`src/rtl/cpu_mem_pkg.sv`:
```
// cpu_mem_pkg: definitions shared by the memory arbiter and its grant selector.
//   - arb_state_e : arbiter FSM states (IDLE, SERVE_D, SERVE_I)
//   - grant_e     : grant encoding (GNT_D, GNT_I)
//   - ADDR_W_DEF / DATA_W_DEF : default block address / data widths
package cpu_mem_pkg;

    localparam int unsigned ADDR_W_DEF = 6;
    localparam int unsigned DATA_W_DEF = 32;

    typedef enum logic [1:0] {
        IDLE    = 2'd0,
        SERVE_D = 2'd1,
        SERVE_I = 2'd2
    } arb_state_e;

    typedef enum logic {
        GNT_D = 1'b0,
        GNT_I = 1'b1
    } grant_e;

endpackage

```
`src/rtl/arb_priority_sel.sv`:
```
// arb_priority_sel: purely combinational grant selection for the memory arbiter.
// Ports:
//   d_req_i      - data cache requests (read or write)
//   i_req_i      - instruction cache requests (read)
//   last_grant_i - requester granted most recently
//   grant_o      - requester to serve next (only meaningful when a request is pending)
// Configuration macro MEM_ARBITER_ROUND_ROBIN_EN:
//   defined   - ties go to the requester not named by last_grant_i
//   undefined - ties always go to the data cache; last_grant_i is ignored
module arb_priority_sel
    import cpu_mem_pkg::*;
(
    input  logic   d_req_i,
    input  logic   i_req_i,
    input  grant_e last_grant_i,
    output grant_e grant_o
);

`ifndef MEM_ARBITER_ROUND_ROBIN_EN
    // Fixed priority has no use for history.
    grant_e unused_last_grant;
    assign unused_last_grant = last_grant_i;
`endif

    always_comb begin
        grant_o = GNT_D;
        if (d_req_i && i_req_i) begin
`ifdef MEM_ARBITER_ROUND_ROBIN_EN
            grant_o = (last_grant_i == GNT_D) ? GNT_I : GNT_D;
`else
            grant_o = GNT_D;
`endif
        end else if (i_req_i) begin
            grant_o = GNT_I;
        end
    end

endmodule

```
`src/rtl/mem_arbiter.sv`:
```
// mem_arbiter: shares one memory port between a data cache (read/write) and an
// instruction cache (read-only).
// Ports:
//   CLK, RESET                      - clock, synchronous active-high reset
//   D_READ/D_WRITE/D_ADDRESS/D_WRITEDATA, D_READDATA, D_BUSYWAIT - data cache side
//   I_READ/I_ADDRESS, I_READDATA, I_BUSYWAIT                       - instruction cache side
//   MEM_READ/MEM_WRITE/MEM_ADDRESS/MEM_WRITEDATA, MEM_READDATA, MEM_BUSYWAIT - memory side
// A granted requester's lines pass straight through to memory. A transaction is
// complete once memory has raised busywait (started) and then dropped it; the
// arbiter always spends one IDLE cycle between grants.
// Configuration macro MEM_ARBITER_ROUND_ROBIN_EN selects round-robin tie breaking
// (defined) or fixed data-cache priority (undefined, no LAST_GRANT register).
module mem_arbiter
    import cpu_mem_pkg::*;
#(
    parameter int unsigned ADDR_W = ADDR_W_DEF,
    parameter int unsigned DATA_W = DATA_W_DEF
) (
    input  logic              CLK,
    input  logic              RESET,
    // Data cache
    input  logic              D_READ,
    input  logic              D_WRITE,
    input  logic [ADDR_W-1:0] D_ADDRESS,
    input  logic [DATA_W-1:0] D_WRITEDATA,
    output logic [DATA_W-1:0] D_READDATA,
    output logic              D_BUSYWAIT,
    // Instruction cache
    input  logic              I_READ,
    input  logic [ADDR_W-1:0] I_ADDRESS,
    output logic [DATA_W-1:0] I_READDATA,
    output logic              I_BUSYWAIT,
    // Memory
    output logic              MEM_READ,
    output logic              MEM_WRITE,
    output logic [ADDR_W-1:0] MEM_ADDRESS,
    output logic [DATA_W-1:0] MEM_WRITEDATA,
    input  logic [DATA_W-1:0] MEM_READDATA,
    input  logic              MEM_BUSYWAIT
);

    arb_state_e state_q;
    logic       started_q;
    grant_e     grant;
    grant_e     last_grant;

    logic d_req;
    logic i_req;
    logic gnt_req;
    logic serving_d;
    logic serving_i;
    logic done;

    assign d_req     = D_READ | D_WRITE;
    assign i_req     = I_READ;
    assign serving_d = (state_q == SERVE_D);
    assign serving_i = (state_q == SERVE_I);

    // Request of whichever side currently holds the grant.
    assign gnt_req = (serving_d & d_req) | (serving_i & i_req);
    assign done    = started_q & ~MEM_BUSYWAIT;

`ifdef MEM_ARBITER_ROUND_ROBIN_EN
    grant_e last_grant_q;
    assign last_grant = last_grant_q;
`else
    assign last_grant = GNT_I;
`endif

    arb_priority_sel u_sel (
        .d_req_i      (d_req),
        .i_req_i      (i_req),
        .last_grant_i (last_grant),
        .grant_o      (grant)
    );

    always_ff @(posedge CLK) begin
        if (RESET) begin
            state_q   <= IDLE;
            started_q <= 1'b0;
`ifdef MEM_ARBITER_ROUND_ROBIN_EN
            last_grant_q <= GNT_I;
`endif
        end else begin
            case (state_q)
                IDLE: begin
                    started_q <= 1'b0;
                    if (d_req || i_req) begin
                        state_q <= (grant == GNT_D) ? SERVE_D : SERVE_I;
`ifdef MEM_ARBITER_ROUND_ROBIN_EN
                        last_grant_q <= grant;
`endif
                    end
                end
                SERVE_D, SERVE_I: begin
                    // Abort and completion both release the memory the same way.
                    if (!gnt_req || done) begin
                        state_q   <= IDLE;
                        started_q <= 1'b0;
                    end else if (MEM_BUSYWAIT) begin
                        started_q <= 1'b1;
                    end
                end
                default: begin
                    state_q   <= IDLE;
                    started_q <= 1'b0;
                end
            endcase
        end
    end

    always_comb begin
        MEM_READ      = 1'b0;
        MEM_WRITE     = 1'b0;
        MEM_ADDRESS   = '0;
        MEM_WRITEDATA = '0;
        case (state_q)
            SERVE_D: begin
                MEM_READ      = D_READ;
                MEM_WRITE     = D_WRITE;
                MEM_ADDRESS   = D_ADDRESS;
                MEM_WRITEDATA = D_WRITEDATA;
            end
            SERVE_I: begin
                MEM_READ    = I_READ;
                MEM_ADDRESS = I_ADDRESS;
            end
            default: ;
        endcase
        // Reset must silence memory immediately, not one edge later.
        if (RESET) begin
            MEM_READ  = 1'b0;
            MEM_WRITE = 1'b0;
        end
    end

    assign D_BUSYWAIT = d_req & ~(serving_d & done);
    assign I_BUSYWAIT = i_req & ~(serving_i & done);

    assign D_READDATA = MEM_READDATA;
    assign I_READDATA = MEM_READDATA;

endmodule

```
`config.mk`:
```
export PLATFORM = sky130hd
export DESIGN_NAME = mem_arbiter
export DESIGN_NICKNAME = d
export VERILOG_FILES = /design/src/rtl/cpu_mem_pkg.sv /design/src/rtl/arb_priority_sel.sv /design/src/rtl/mem_arbiter.sv
export SDC_FILE = /design/constraint.sdc
export NUM_CORES = 1
export LEC_CHECK = 0
export ABC_AREA = 1
export CELL_PAD_IN_SITES_DETAIL_PLACEMENT = 1
export CELL_PAD_IN_SITES_GLOBAL_PLACEMENT = 1
export CORE_UTILIZATION = 11
export CTS_BUF_LIST = sky130_fd_sc_hd__clkbuf_4 sky130_fd_sc_hd__clkbuf_8 sky130_fd_sc_hd__clkbuf_16
export DETAILED_ROUTE_END_ITERATION = 7
export GPL_TIMING_DRIVEN = 1
export PLACE_DENSITY = 0.86
export SLEW_MARGIN = 10
export SYNTH_ARGS = -nofsm -noshare
export SYNTH_HDL_FRONTEND = slang
export SYNTH_SLANG_ARGS = --single-unit
export TNS_END_PERCENT = 1
```
`constraint.sdc`:
```
create_clock -name CLK -period 1.4 [get_ports CLK]
set_input_delay 0.21 -clock CLK [delete_from_list [all_inputs] [get_ports CLK]]
set_output_delay 0.21 -clock CLK [all_outputs]
set_load 0.05 [all_outputs]
```
==> metrics.cfg, run 1 <==
[floorplanning]
y_dimension_of_the_die_um = 101
floorplan.initialDensity_pct = 11.5
core_mm2 = 0.00933
row_count = 35
chipWidth_um = 101
num_io_pins = 188
design.die.area_mm2 = 0.0101

[sta]
fmax_mhz = 623
period_share_pct = 115
final.setup_skew_ns = 0.00309
setup_slack_ns = -0.205
worstMarginPinSlew_ns = 0.280
grt_setup_unrepaired = yes
finalCriticalPeriod_ns = 1.61
finalSetupViolations = 42
final-max-slew-violation-count = 0
hold_viol = 0
finalSetupTns_ns = -6.96
slew-limit-headroom_pct = 81.3

[cts]
h-tree-depth = 1
clockRootBuffer = clkbuf_8
clock_insertion_delay_worst_skew_ns = 0.22
clkSlewWorstSetupHoldPaths_ns = 0.03
cts-buffers-inserted = 3
ctsLongestPathBuffers = 2
clock_sinks = 3
tritoncts = built

[flow_run]
max_cap_viol_count = 0

[detailed_routing]
dr.first_iter.drc_count = 14
post_route_wl_mm = 4.67
detail_route.first_pass.iterations = 3
route.detailed.wl_per_inst_um = 13.0
vias_per_cell = 3.40
drt.antenna.violating_nets = 0
routed_via_count = 1223
remaining_drc_errors = 0

[synth]
synth-seq-cells = 3
syn-cell-area_mm2 = 0.00107
syn_avg_cell_area_um2 = 5.59
yosysWarnings = 0
synth.yosys.seq_area_share_pct = 5.62
syn_nets = 276
synth.lib_cells_used.distinct = 14
synthCells = 191

[status]
outcome = finished, violations left
violations = negative setup slack

[worst_setup_path]
cpMostUsedCell = buf_12
critPathArrivalTime_ns = 1.40
worstSetupPathType = reg2out
crit_required_ns = 1.19
crit_path_max_fanout = 7
crit_path_cell_trace = buf_6 > ha_4 > buf_12 > clkbuf_16 > nand2_2 > inv_2 > buf_12
rr_worst_depth = 8
worst_path_max_delay_cell = dfxtp_2
cp_startpoint_kind = flip-flop
crit-reg2reg-capture = state_q[1]
cp-end-kind = output pin
reg2reg_setup_slack_ns = -0.01
rr_startpoint = state_q[0]
largest_stage_delay_worst_path_ns = 0.32

[cells_and_area]
num-fill-cells = 1072
final_area_mm2 = 0.00261
drive_above_1_share_pct = 64.9
antenna-diode-count = 0
nNetsFinal = 317
finish.utilization_pct = 28.0
syn_to_final_growth_pct = 144

[power]
netSwitchingFraction_pct = 43.0
p_switching_w = 0.000727
static-leakage-power_nw = 1.15
power.share.sequential_pct = 5.7
intPower_w = 0.000963
pwr-share-comb_pct = 78.4
vdd_ir_drop_max_uv = 198
power.share.clock_pct = 15.9
report.power.total_w = 0.00169
power-per-cell-area_mw_per_mm2 = 647

[global_routing]
maximum_number_of_pins_on_one_net_before_global_route_repair = 15
wire_length_of_the_first_global_routing_pass_mm = 6.69
first_global_vias = 1333
globalRoute.totalOverflow = 0
grt_use_total_pct = 8.81
grt_antenna_before_repair = 0

[placement]
post-dp-hpwl_mm = 3.63
place_ws_ns = -0.139
port_buffers = 91
placedInstanceArea_mm2 = 0.00219
routabilityCongestion = 0.742

[worst_hold_path]
min_path_cells = 0
hold-path-endpoint = I_READDATA[14]
timing.hold.worst.start = MEM_READDATA[14]
worst_min_path_class = in2out

[kinds of logic after synthesis]
kind of cell,share of synthesized area [%]
buffers and inverters,61.8
and+or+nand+nor,24.1
AOI/OAI and AO/OA,4.92
adders and majority gates,3.51
DFF,5.62
[how the worst max path moves through the flow]
stage | to | slack (ns) | from
after floorplan | MEM_READ | -0.13 | state_q[0]
after global placement | MEM_READ | -0.02 | state_q[0]
after detailed placement | state_q[0] | -0.14 | state_q[1]
after CTS | MEM_WRITEDATA[18] | -0.23 | state_q[0]
after global routing | MEM_WRITEDATA[13] | -0.26 | state_q[0]
final | MEM_WRITEDATA[13] | -0.21 | state_q[0]
[layer usage]
metal / part of all wire, % / GRT usage [%] / vias up
met1: 29 / 7.08 / 531
met5: 0 / 0 / -
met2: 52 / 16.9 / 96
met3: 13 / 3.33 / 30
met4: 6.1 / 7.13 / 0
li1: - / - / 566
[layout by cell type, fill, tap and decap left out]
cell	n
dfxtp_4	1
clkdlybuf4s50_1	49
clkbuf_4	1
buf_12	46
nand4_1	1
buf_4	3
a21boi_4	1
nand2_1	18
nand2_2	32
ha_4	3
inv_2	30
nor2_4	2
buf_16	1
clkbuf_8	3
nor2_1	1
nand2_4	4
a21oi_1	2
nand3_1	3
dfxtp_1	1
buf_6	4
dfxtp_2	1
inv_1	6
inv_4	6
clkbuf_16	2
a21oi_4	7
nand3_2	3
[critical path: cells and delay by family, from the launching register on]
kind / cells / cell delay, ns
adders and majority gates: 1 / 0.18
buffers and inverters: 5 / 0.62
DFF: 1 / 0.32
and+or+nand+nor: 1 / 0.06
[power groups by stage]
stage | logic [W] | clock network [W] | registers, W
after floorplan | 0.000956 | 0 | 0.0000957
after CTS | 0.00122 | 0.000278 | 0.0000961
final | 0.00133 | 0.000268 | 0.0000969
after global routing | 0.00139 | 0.000285 | 0.0000974
after detailed placement | 0.00109 | 0 | 0.0000970
after global placement | 0.00107 | 0 | 0.0000959
[per-stage QoR]
| step | hold WS (ns) | std cells |
|---|---|---|
| after floorplan | 0.279 | 191 |
| after global placement | 0.420 | 349 |
| after detailed placement | 0.420 | 349 |
| after CTS | 0.420 | 356 |
| after global routing | 0.420 | 360 |
| final | 0.420 | 360 |
[cells in the mapped netlist]
library cell   n  share of area, %
nor2_1         3               1.1
ha_1           3               3.5
nand2_1       53                19
a21boi_0       1              0.70
clkbuf_1       2              0.70
nand2_2        1              0.59
inv_1         42                15
nand3_2        1              0.94
a21oi_1        9               4.2
nand3_1        5               2.3
dfxtp_1        3               5.6
buf_2          3               1.4
buf_4         64                45
nand4_1        1              0.59
[flip-flops by register name (all words and copies together) (netlist names)]
signal / count
state_q: 2
started_q: 1
[area by class of cell]
class                      instances  area [um2]  share of cell area (%)
tap                              129         161                    6.18
inverter                          42         173                    6.61
timing repair buffer             105        1560                    59.6
clock buffer                       4        48.8                    1.87
sequential                         3        65.1                    2.49
multi-input combinational         77         608                    23.3
[what timing repair did]
| item | in CTS | in global routing |
|---|---|---|
| cloned | 1 | 2 |
| pin swaps | 1 | 10 |
| hold buffers | 0 | 0 |
| buffers inserted | 2 | 2 |
| resized for setup | 59 | 48 |
| endpoints found under the setup margin | 44 | 44 |
(Power assumes the default switching activity.)
==> inputs of run 2 (changes only) <==
- SLEW_MARGIN: 10 -> 20
==> results of run 2 <==
No change in the layout: final DEF, timing and power equal those of run 1.
